$ cat src/rtl/rs485_rx_pkg.sv
// Shared definitions for the RS485 receive path.
//   - APB register offsets
//   - CTRL and STATUS bit positions
//   - receiver FSM state encoding
package rs485_rx_pkg;

  localparam logic [7:0] AddrRxData = 8'h00;
  localparam logic [7:0] AddrCount  = 8'h04;
  localparam logic [7:0] AddrCtrl   = 8'h08;
  localparam logic [7:0] AddrStatus = 8'h0C;

  localparam int unsigned CtrlEnBit    = 0;
  localparam int unsigned CtrlFlushBit = 1;

  localparam int unsigned StatEmptyBit    = 0;
  localparam int unsigned StatFullBit     = 1;
  localparam int unsigned StatOverrunBit  = 2;
  localparam int unsigned StatFrameErrBit = 3;
  localparam int unsigned StatBusyBit     = 4;

  typedef enum logic [2:0] {
    StIdle,
    StStart,
    StData,
    StStop,
    StWaitIdle
  } rx_state_e;

endpackage

$ cat src/rtl/rs485_rx_fifo.sv
// Byte FIFO for the RS485 receive path.
//   clk_i, rst_ni : clock, synchronous active-low reset
//   push_i/wdata_i: write a byte (ignored when full unless popping in the same cycle)
//   pop_i         : drop the head (ignored when empty); rdata_o always shows the head
//   flush_i       : empty the FIFO; overrides push and pop
//   count_o, full_o, empty_o: registered occupancy and its decodes
module rs485_rx_fifo #(
  parameter int unsigned DEPTH = 16,
  localparam int unsigned AW = $clog2(DEPTH)
) (
  input  logic         clk_i,
  input  logic         rst_ni,
  input  logic         push_i,
  input  logic [7:0]   wdata_i,
  input  logic         pop_i,
  input  logic         flush_i,
  output logic [7:0]   rdata_o,
  output logic [AW:0]  count_o,
  output logic         full_o,
  output logic         empty_o
);

  logic [7:0]    mem_q [DEPTH];
  logic [AW-1:0] wr_ptr_q, wr_ptr_d;
  logic [AW-1:0] rd_ptr_q, rd_ptr_d;
  logic [AW:0]   count_q, count_d;
  logic          do_push, do_pop;

  assign full_o  = (count_q == (AW + 1)'(DEPTH));
  assign empty_o = (count_q == '0);
  assign count_o = count_q;
  assign rdata_o = mem_q[rd_ptr_q];

  // A pop frees the slot in the same cycle, so a full FIFO may still accept a push.
  assign do_pop  = pop_i & ~empty_o & ~flush_i;
  assign do_push = push_i & (~full_o | do_pop) & ~flush_i;

  always_comb begin
    wr_ptr_d = wr_ptr_q;
    rd_ptr_d = rd_ptr_q;
    count_d  = count_q;
    if (flush_i) begin
      wr_ptr_d = '0;
      rd_ptr_d = '0;
      count_d  = '0;
    end else begin
      if (do_push) wr_ptr_d = wr_ptr_q + 1'b1;
      if (do_pop)  rd_ptr_d = rd_ptr_q + 1'b1;
      if (do_push && !do_pop)      count_d = count_q + 1'b1;
      else if (do_pop && !do_push) count_d = count_q - 1'b1;
    end
  end

  always_ff @(posedge clk_i) begin
    if (!rst_ni) begin
      wr_ptr_q <= '0;
      rd_ptr_q <= '0;
      count_q  <= '0;
    end else begin
      wr_ptr_q <= wr_ptr_d;
      rd_ptr_q <= rd_ptr_d;
      count_q  <= count_d;
    end
  end

  always_ff @(posedge clk_i) begin
    if (do_push) mem_q[wr_ptr_q] <= wdata_i;
  end

endmodule

$ cat src/rtl/rs485_apb_receiver.sv
// RS485 receive path with APB register access.
//   PCLK, PRESETN           : clock, synchronous active-low reset
//   PSEL/PENABLE/PWRITE/PADDR/PWDATA/PRDATA/PREADY : APB slave, zero wait states
//   Rx                      : asynchronous serial line, 8N1, idle high
//   Rx_Enable               : transceiver receive enable (CTRL.en)
//   rx_irq                  : level interrupt while enabled and data is waiting
module rs485_apb_receiver
  import rs485_rx_pkg::*;
#(
  parameter int unsigned BAUD_DIV = 868,
  parameter int unsigned DEPTH    = 16
) (
  input  logic        PCLK,
  input  logic        PRESETN,
  input  logic        PSEL,
  input  logic        PENABLE,
  input  logic        PWRITE,
  input  logic [7:0]  PADDR,
  input  logic [15:0] PWDATA,
  output logic [15:0] PRDATA,
  output logic        PREADY,
  input  logic        Rx,
  output logic        Rx_Enable,
  output logic        rx_irq
);

  localparam int unsigned TW = $clog2(BAUD_DIV + 1);
  localparam int unsigned CW = $clog2(DEPTH) + 1;
  localparam logic [TW-1:0] HalfBit = TW'(BAUD_DIV / 2);
  localparam logic [TW-1:0] FullBit = TW'(BAUD_DIV);

  rx_state_e     state_q, state_d;
  logic          rx_meta_q, rx_meta_d, rxs_q, rxs_d;
  logic [TW-1:0] timer_q, timer_d;
  logic [2:0]    bit_idx_q, bit_idx_d;
  logic [7:0]    shift_q, shift_d;
  logic          en_q, en_d;
  logic          overrun_q, overrun_d, frame_err_q, frame_err_d;

  logic          access, rd_acc, wr_acc, ctrl_wr, stat_wr;
  logic          pop, flush, fall, tick, byte_ok, frame_set, overrun_set, busy;
  logic [7:0]    head;
  logic [CW-1:0] count;
  logic          full, empty;
  logic [15:0]   status_word;
  logic          unused_pwdata;

  assign unused_pwdata = ^PWDATA[15:4];

  assign access  = PSEL & PENABLE;
  assign rd_acc  = access & ~PWRITE;
  assign wr_acc  = access & PWRITE;
  assign ctrl_wr = wr_acc & (PADDR == AddrCtrl);
  assign stat_wr = wr_acc & (PADDR == AddrStatus);
  assign pop     = rd_acc & (PADDR == AddrRxData) & ~empty;
  assign flush   = ctrl_wr & PWDATA[CtrlFlushBit];

  // rxs_d is the value rxs takes at the next edge, so the state enters START
  // on the very edge where rxs first shows 0.
  assign fall = rxs_q & ~rx_meta_q;
  assign tick = (timer_q == TW'(1));
  assign busy = (state_q != StIdle);

  // A stopped frame with a full FIFO is only an overrun if no pop makes room
  // and no flush discards it anyway.
  assign overrun_set = byte_ok & full & ~pop & ~flush;

  always_comb begin
    rx_meta_d   = Rx;
    rxs_d       = rx_meta_q;
    state_d     = state_q;
    timer_d     = timer_q;
    bit_idx_d   = bit_idx_q;
    shift_d     = shift_q;
    byte_ok     = 1'b0;
    frame_set   = 1'b0;
    if (!en_q) begin
      state_d = StIdle;
    end else begin
      unique case (state_q)
        StIdle: begin
          if (fall) begin
            state_d = StStart;
            timer_d = HalfBit;
          end
        end
        StStart: begin
          timer_d = timer_q - 1'b1;
          if (tick) begin
            if (!rxs_q) begin
              state_d   = StData;
              timer_d   = FullBit;
              bit_idx_d = '0;
            end else begin
              state_d = StIdle;
            end
          end
        end
        StData: begin
          timer_d = timer_q - 1'b1;
          if (tick) begin
            shift_d = {rxs_q, shift_q[7:1]};
            timer_d = FullBit;
            if (bit_idx_q == 3'd7) state_d = StStop;
            else                   bit_idx_d = bit_idx_q + 1'b1;
          end
        end
        StStop: begin
          timer_d = timer_q - 1'b1;
          if (tick) begin
            if (rxs_q) begin
              byte_ok = 1'b1;
              state_d = StIdle;
            end else begin
              frame_set = 1'b1;
              state_d   = StWaitIdle;
            end
          end
        end
        StWaitIdle: begin
          if (rxs_q) state_d = StIdle;
        end
        default: state_d = StIdle;
      endcase
    end
  end

  // Register updates; sticky set wins over a same-cycle write-1-to-clear.
  always_comb begin
    en_d        = ctrl_wr ? PWDATA[CtrlEnBit] : en_q;
    overrun_d   = overrun_set |
                  (overrun_q & ~(stat_wr & PWDATA[StatOverrunBit]));
    frame_err_d = frame_set |
                  (frame_err_q & ~(stat_wr & PWDATA[StatFrameErrBit]));
  end

  always_ff @(posedge PCLK) begin
    if (!PRESETN) begin
      rx_meta_q   <= 1'b1;
      rxs_q       <= 1'b1;
      state_q     <= StIdle;
      timer_q     <= '0;
      bit_idx_q   <= '0;
      shift_q     <= '0;
      en_q        <= 1'b0;
      overrun_q   <= 1'b0;
      frame_err_q <= 1'b0;
    end else begin
      rx_meta_q   <= rx_meta_d;
      rxs_q       <= rxs_d;
      state_q     <= state_d;
      timer_q     <= timer_d;
      bit_idx_q   <= bit_idx_d;
      shift_q     <= shift_d;
      en_q        <= en_d;
      overrun_q   <= overrun_d;
      frame_err_q <= frame_err_d;
    end
  end

  rs485_rx_fifo #(
    .DEPTH (DEPTH)
  ) u_fifo (
    .clk_i   (PCLK),
    .rst_ni  (PRESETN),
    .push_i  (byte_ok),
    .wdata_i (shift_q),
    .pop_i   (pop),
    .flush_i (flush),
    .rdata_o (head),
    .count_o (count),
    .full_o  (full),
    .empty_o (empty)
  );

  always_comb begin
    status_word                  = '0;
    status_word[StatEmptyBit]    = empty;
    status_word[StatFullBit]     = full;
    status_word[StatOverrunBit]  = overrun_q;
    status_word[StatFrameErrBit] = frame_err_q;
    status_word[StatBusyBit]     = busy;
  end

  always_comb begin
    PRDATA = '0;
    if (rd_acc) begin
      unique case (PADDR)
        AddrRxData: PRDATA = empty ? 16'h0000 : {8'h00, head};
        AddrCount:  PRDATA = 16'(count);
        AddrCtrl:   PRDATA = {15'b0, en_q};
        AddrStatus: PRDATA = status_word;
        default:    PRDATA = '0;
      endcase
    end
  end

  assign PREADY    = 1'b1;
  assign Rx_Enable = en_q;
  assign rx_irq    = en_q & ~empty;

endmodule
$ cat config.mk
export PLATFORM = sky130hd
export DESIGN_NAME = rs485_apb_receiver
export DESIGN_NICKNAME = d
export VERILOG_FILES = /design/src/rtl/rs485_rx_pkg.sv /design/src/rtl/rs485_rx_fifo.sv /design/src/rtl/rs485_apb_receiver.sv
export SDC_FILE = /design/constraint.sdc
export NUM_CORES = 1
export LEC_CHECK = 0
export ABC_CLOCK_PERIOD_IN_PS = 9800
export BUFFER_PORTS_ARGS = -buffer_cell sky130_fd_sc_hd__buf_4
export CAP_MARGIN = 20
export CORE_MARGIN = 2
export CORE_UTILIZATION = 40
export DETAILED_ROUTE_END_ITERATION = 10
export GPL_TIMING_DRIVEN = 1
export PLACE_DENSITY = 0.6
export RECOVER_POWER = 25
export SKIP_LAST_GASP = 1
export SLEW_MARGIN = 20
export SYNTH_ARGS = -nofsm -noshare
export SYNTH_HDL_FRONTEND = slang
export SYNTH_HIERARCHICAL = 1
export SYNTH_SLANG_ARGS = --single-unit
$ cat constraint.sdc
create_clock -name PCLK -period 9.8 [get_ports PCLK]
set_input_delay 0.98 -clock PCLK [delete_from_list [all_inputs] [get_ports PCLK]]
set_output_delay 0.98 -clock PCLK [all_outputs]
set_load 0.05 [all_outputs]
# --- Yosys cells after proc, flatten, opt, wreduce, memory -nomap -nowiden ---
# Memories as Yosys holds them, arrays and structs flattened. A register that Yosys moved wholly into a read port is not among the register bits.
# Cells that the tools add are included.
word_totals:
  out_inout_bits: 19
  wordCells: 123
  ff_bits: 42
  inputBits: 30
  ram_bits: 128
  mem_count: 1
classes:
  eq_ne: 18
  muxes: 36
  n_reduce_logical: 17
  n_bitwise: 33
  addsub: 6
memory_table:
  columns: ["name", "words", "word_bits", "read_ports", "rd_clocked_by_memory_dff", "write_ports", "line", "source"]
  rows:
  - ["u_fifo.mem_q", 16, 8, 1, 1, 1, "rs485_rx_fifo.sv:23", "logic [7:0] mem_q [DEPTH];"]
op_table:
  columns: ["operator", "n"]
  rows:
  - ["$mux W10", 4]
  - ["$pmux W10 S4", 1]
  - ["$mux W3", 11]
  - ["$pmux W8 S4", 1]
  - ["$and A1 B1 Y1", 21]
  - ["$eq A8 B4 Y1 const B", 2]
  - ["$mux W8", 2]
  - ["$ne A2 B2 Y1 const B", 8]
  - ["$pmux W3 S5", 1]
  - ["$reduce_and A6 Y1", 2]
  - ["$eq A10 B1 Y1 const B", 1]
  - ["$mux W1", 10]
  - ["$mux W5", 2]
  - ["$sub A10 B1 Y10 const B", 1]
  - ["$not A1 Y1", 9]
  - ["$add A4 B1 Y4 const B", 2]
  - ["$eq A8 B3 Y1 const B", 1]
  - ["$logic_not A8 Y1", 1]
  - ["$mux W4", 2]
  - ["$eq A3 B2 Y1 const B", 2]
  - ["$eq A3 B3 Y1 const B", 2]
  - ["$pmux W3 S2", 1]
  - ["$reduce_and A3 Y1", 2]
  - ["$add A5 B1 Y5 const B", 1]
  - ["15 further kinds", 20]

# --- Logic depth before layout (Yosys ltp) ---
logic_depth:
  depth_word: 13
  mapped_depth: 15
  mapped_depth_nobuf: 14

# --- Modules after synthesis ---
# Netlist, hierarchy kept.
modules_own_cells:
  columns: ["module", "cells_each", "area_per_inst_um2", "instances", "seq_area_each_um2"]
  rows:
  - ["rs485_rx_fifo", 309, 5810.6, 1, 4184.0]
  - ["rs485_apb_receiver", 236, 1853.0, 1, 580.6]

# --- Least setup slack after synthesis ---
# OpenSTA, ideal clock, no wires.
synth_timing:
  path_kind: "input port to output port"
  start: "in PADDR[5]"
  end: "out PRDATA[0]"
  arrival_ps: 4395
  n_path_buf: 1
  path_slack_ps: 4425
  stages: 4
  t_required_ps: 8820
  path_cell_list: "or4_4 or3_1 buf_6 a2111oi_0"
synth_between:
  elab_chain_len: 3
  word_cells_on_any_way: 6
  classes_between: "3 x eq/ne; 2 x mux; 1 x reduce/logical"
synth_rtl:
  columns: ["item", "line", "source"]
  rows:
  - ["start: declaration", "rs485_apb_receiver.sv:18", "input logic [7:0] PADDR,"]
  - ["$eq A8 B4 Y1, or another cell as far along", "rs485_apb_receiver.sv:188", "unique case (PADDR)"]
  - ["$pmux W8 S4 *", "rs485_apb_receiver.sv:188", null]
  - ["$mux W8 *", "rs485_apb_receiver.sv:187", "if (rd_acc) begin"]
  - ["end: declaration", "rs485_apb_receiver.sv:20", "output logic [15:0] PRDATA,"]
# Mark *: on every way between the ends. The rest lies on a longest branch, timed or not.

# --- Final worst setup path ---
layout_timing:
  start: "in PADDR[5]"
  end: "reg u_fifo.count_q[3] (netlist: u_fifo/count_o[3])"
layout_between:
  elab_chain_len: 11
  word_cells_on_any_way: 19
  classes_between: "1 x eq/ne; 1 x mux; 10 x bitwise; 7 x reduce/logical"
layout_rtl:
  columns: ["item", "line", "source"]
  rows:
  - ["$logic_not A8 Y1 *", "rs485_apb_receiver.sv:55", "assign pop = rd_acc & (PADDR == AddrRxData) & ~empty;"]
  - ["$and A1 B1 Y1 * (2 in a row)", "rs485_apb_receiver.sv:55", null]
  - ["named net pop", "rs485_apb_receiver.sv:41", "logic pop, flush, fall, tick, byte_ok, frame_set, overrun_set, busy;"]
  - ["$and A1 B1 Y1 * (2 in a row)", "rs485_rx_fifo.sv:35", "assign do_pop = pop_i & ~empty_o & ~flush_i;"]
  - ["$or A1 B1 Y1", "rs485_rx_fifo.sv:36", "assign do_push = push_i & (~full_o | do_pop) & ~flush_i;"]
  - ["$and A1 B1 Y1 (2 in a row)", "rs485_rx_fifo.sv:36", null]
  - ["$logic_not A1 Y1", "rs485_rx_fifo.sv:50", "else if (do_pop && !do_push) count_d = count_q - 1'b1;"]
  - ["$logic_and A1 B1 Y1", "rs485_rx_fifo.sv:50", null]
  - ["$reduce_bool A2 Y1 (no source line)", null, null]
  - ["end signal: assignment", "rs485_rx_fifo.sv:62", "count_q <= count_d;"]
  - ["end: declaration", "rs485_rx_fifo.sv:26", "logic [AW:0] count_q, count_d;"]
# Mark *: on every way through the listed nets, which the timed path passes. The rest lies on a longest branch.
# A chain may end at the register's enable or synchronous reset.

==> results.txt <==
Status = complete, no violations
Cells after Synth = 545
Post-synthesis sequential area ratio = 0.622
Vias in the first global route = 4,570
Metal3 WL = 393 um
RSZ-0062 raised after global routing = no
Final setup violation count = 0
Min Clock Period, post-route = 4.28 ns
Sw Ratio = 0.211
Die width = 142 um
Worst Tran Pin Value = 0.864 ns
Post-DP HPWL = 10,100 um
Antenna violations before repair = 0
Root Buffer Master = clkbuf_16
Final hold violation count = 0
Final Slew Violations = 0
Max VDD drop = 122 uV
Worst setup path start = PADDR[5]
Top layer in use = met4
RR Endpoint = u_fifo/count_o[4]$_SDFFE_PP0P_
Post-route clock period utilization = 0.437
Resize count post-CTS = 0
Fraction of synthesized cell area in xor and xnor cells = 0.00800
Setup repair bufs after CTS = 0
M1 wire length = 6700 um
Setup TNS = 0 ns
Reg2Reg Setup Slack = 5.54 ns
Vias per cell = 5.66
Ports = 49
Die Footprint = 20,300 sq um
Post-synthesis mux area share = 0.103
Layout fillers = 1,668
Crit path launch type = primary input
Max Clk Rate = 233 MHz
Crit Path Max Fanout = 6
Fin nets = 607
EDFF count, synth = 128
Hold_ws = 0.438 ns
Die height = 142 um
GRT overflow = 0
Reg clk slew, reported paths = 0.07 ns
First-pass GRT wire length = 23,900 um
Antenna cells = 0
Adder-cell share of the synthesized area = 0.0238
Final Skew = 0.0139 ns
Synth top area share = 0.502
Share of post-route cells with drive strength above 1 = 0.198
Async SR Flop Fraction = 0
DR WL/cell = 18.5 um
Antenna-violating nets left = 0
Synth warn = 6
Max-slew headroom = 0.424
WP data arrival = 4.57 ns
Clk pwr share = 0.461
Primary FF master, synth = edfxtp_1
DRT Wirelength = 15,000 um
DRC Markers = 0
Power density over the cells = 173 nW/um^2
Iteration-0 DRC Markers = 325
HP Class = reg2reg
Register area = 4770 sq um
Via count = 4,588
Largest family of logic cells by synthesized area = simple AND/OR/NAND/NOR gates
Fin util = 0.458
Critical Path End Type = flop
Cell taking the most area after synthesis = edfxtp_1
RePlAce Congestion = 0.867
Crit path required time = 10.08 ns
Synth cell types = 66
Number of buffers created by CTS = 17
PortBufs = 27
Sw Pwr = 0.000313 W
Setup Crit Path Kind = in2reg
Most frequent cells after synthesis = 128 x edfxtp_1, 46 x dfxtp_1, 32 x mux4_2, 31 x nor2_1, 22 x nand2_1
Row cnt = 50
First-pass DRT Iterations = 4
Cts hold-fix bufs = 0
Synth-to-layout area growth = 12.2%
Reg power frac = 0.525
Reg2reg path depth = 13
Synth Area in Compound Gates = 0.0942
Pin count of the biggest net entering global routing = 33
Clock latency on the worst-skew pair = 0.43 ns
Clock Path Buffers = 2
Tot GR Track Use = 0.155
Most common cell in the netlist = edfxtp_1
Flops & latches, synth = 174
Top post-synthesis cells by area = edfxtp_1 50%, dfxtp_1 12%, mux4_2 9.4%
Syn Area/Cell = 14.1 sq um
CTS tree = done
Reg2reg start = timer_q[0]$_SDFFE_PN0P_
Worst hold start = rx_meta_q$_SDFF_PN1_
Met2 wire length = 7560 um
Hold Path Depth = 1
Initial Util = 0.408
Leakage power total = 2.89 nW
Internal = 0.00117 W
Multi-input logic area = 2680 sq um
Post-Syn Area = 7660 sq um
H-tree depth = 4
Comb power frac = 0.014
Core Area = 18,800 sq um
Num Clock Sinks = 174
Post-Synth Simple-Gate Area = 0.117
Hold endpoint = rxs_q$_SDFF_PN1_
Max Cap Viol = 0
layout by cell type (no fill, tap or decap), drive strengths merged, types with 18 or more instances in the layout:
cell type	netlist	final
a21oi	21	21
a22oi	20	20
buf	18	28
clkbuf	19	19
dfxtp	46	46
edfxtp	128	128
inv	10	18
mux4	32	32
nand2	22	22
nand3	19	19
nor2	31	31
o21ai	22	22
worst max-delay path: stages:
cell,delay (ns)
buf_4,0.11
or4_4,0.53
or3_1,0.49
nor4b_4,0.54
nor2b_1,0.39
o21ai_2,0.15
ha_1,0.24
inv_1,0.17
ha_1,0.26
a21o_2,0.21
a21oi_1,0.18
mux2i_1,0.21
o21ai_0,0.11
final cells by class:
| class | count | share of cell area |
|---|---|---|
| inverter | 11 | 0.00480 |
| sequential | 174 | 0.554 |
| multi-input combinational | 330 | 0.312 |
| clock buffer | 18 | 0.0499 |
| clock inverter | 14 | 0.0201 |
| tap | 234 | 0.0340 |
| timing repair buffer | 29 | 0.0249 |
cells by family after synthesis:
logic type | count (synthesis)
fa+ha+maj | 14
other cells | 2
compound gates | 102
buf+inv | 48
simple gates | 159
xor+xnor | 7
flops | 174
mux | 39
per-layer routing:
| layer | vias to the layer above | global-route usage |
|---|---|---|
| met5 | - | 0 |
| met4 | 0 | 0.0740 |
| met3 | 23 | 0.0310 |
| met2 | 69 | 0.258 |
| met1 | 2334 | 0.194 |
| li1 | 2162 | - |
worst max path at each step:
stage	endpoint	slack (ns)	cells past startpoint
finish	u_fifo/count_o[3]$_SDFFE_PP0P_	5.52	13
global route	u_fifo/count_o[3]$_SDFFE_PP0P_	5.08	14
CTS	u_fifo/count_o[3]$_SDFFE_PP0P_	5.49	13
detailed placement	u_fifo/count_o[3]$_SDFFE_PP0P_	5.04	13
global placement	u_fifo/count_o[3]$_SDFFE_PP0P_	5.17	13
floorplan	PRDATA[0]	4.43	4
state kept, by name (all words and copies together) (netlist names), 3 cells and up, named ones only:
| signal | cells |
|---|---|
| shift_q | 8 |
| state_q | 3 |
| u_fifo/wr_ptr_q | 4 |
| u_fifo/count_o | 5 |
| u_fifo/rd_ptr_q | 4 |
| bit_idx_q | 3 |
| u_fifo/mem_q | 128 |
| timer_q | 10 |
per-stage QoR:
| stage | cells | worst slack (ns) | total power (W) | cell area, sq um |
|---|---|---|---|---|
| 3_5_place_dp | 778 | 5.04 | 0.000818 | 8000 |
| 2_1_floorplan | 552 | 4.43 | 0.000813 | 7690 |
| 5_1_grt | 810 | 5.08 | 0.00153 | 8600 |
| 3_3_place_gp | 778 | 5.17 | 0.000817 | 8000 |
| 6_report | 810 | 5.52 | 0.00149 | 8600 |
| 4_1_cts | 810 | 5.49 | 0.00150 | 8600 |
power groups by stage:
stage | logic (W) | clock network [W] | registers (W)
2_1_floorplan | 0.0000169 | 0 | 0.000796
3_3_place_gp | 0.0000210 | 0 | 0.000796
3_5_place_dp | 0.0000213 | 0 | 0.000796
4_1_cts | 0.0000213 | 0.000703 | 0.000780
5_1_grt | 0.0000227 | 0.000726 | 0.000780
6_report | 0.0000212 | 0.000684 | 0.000780
(Power assumes the default switching activity.)
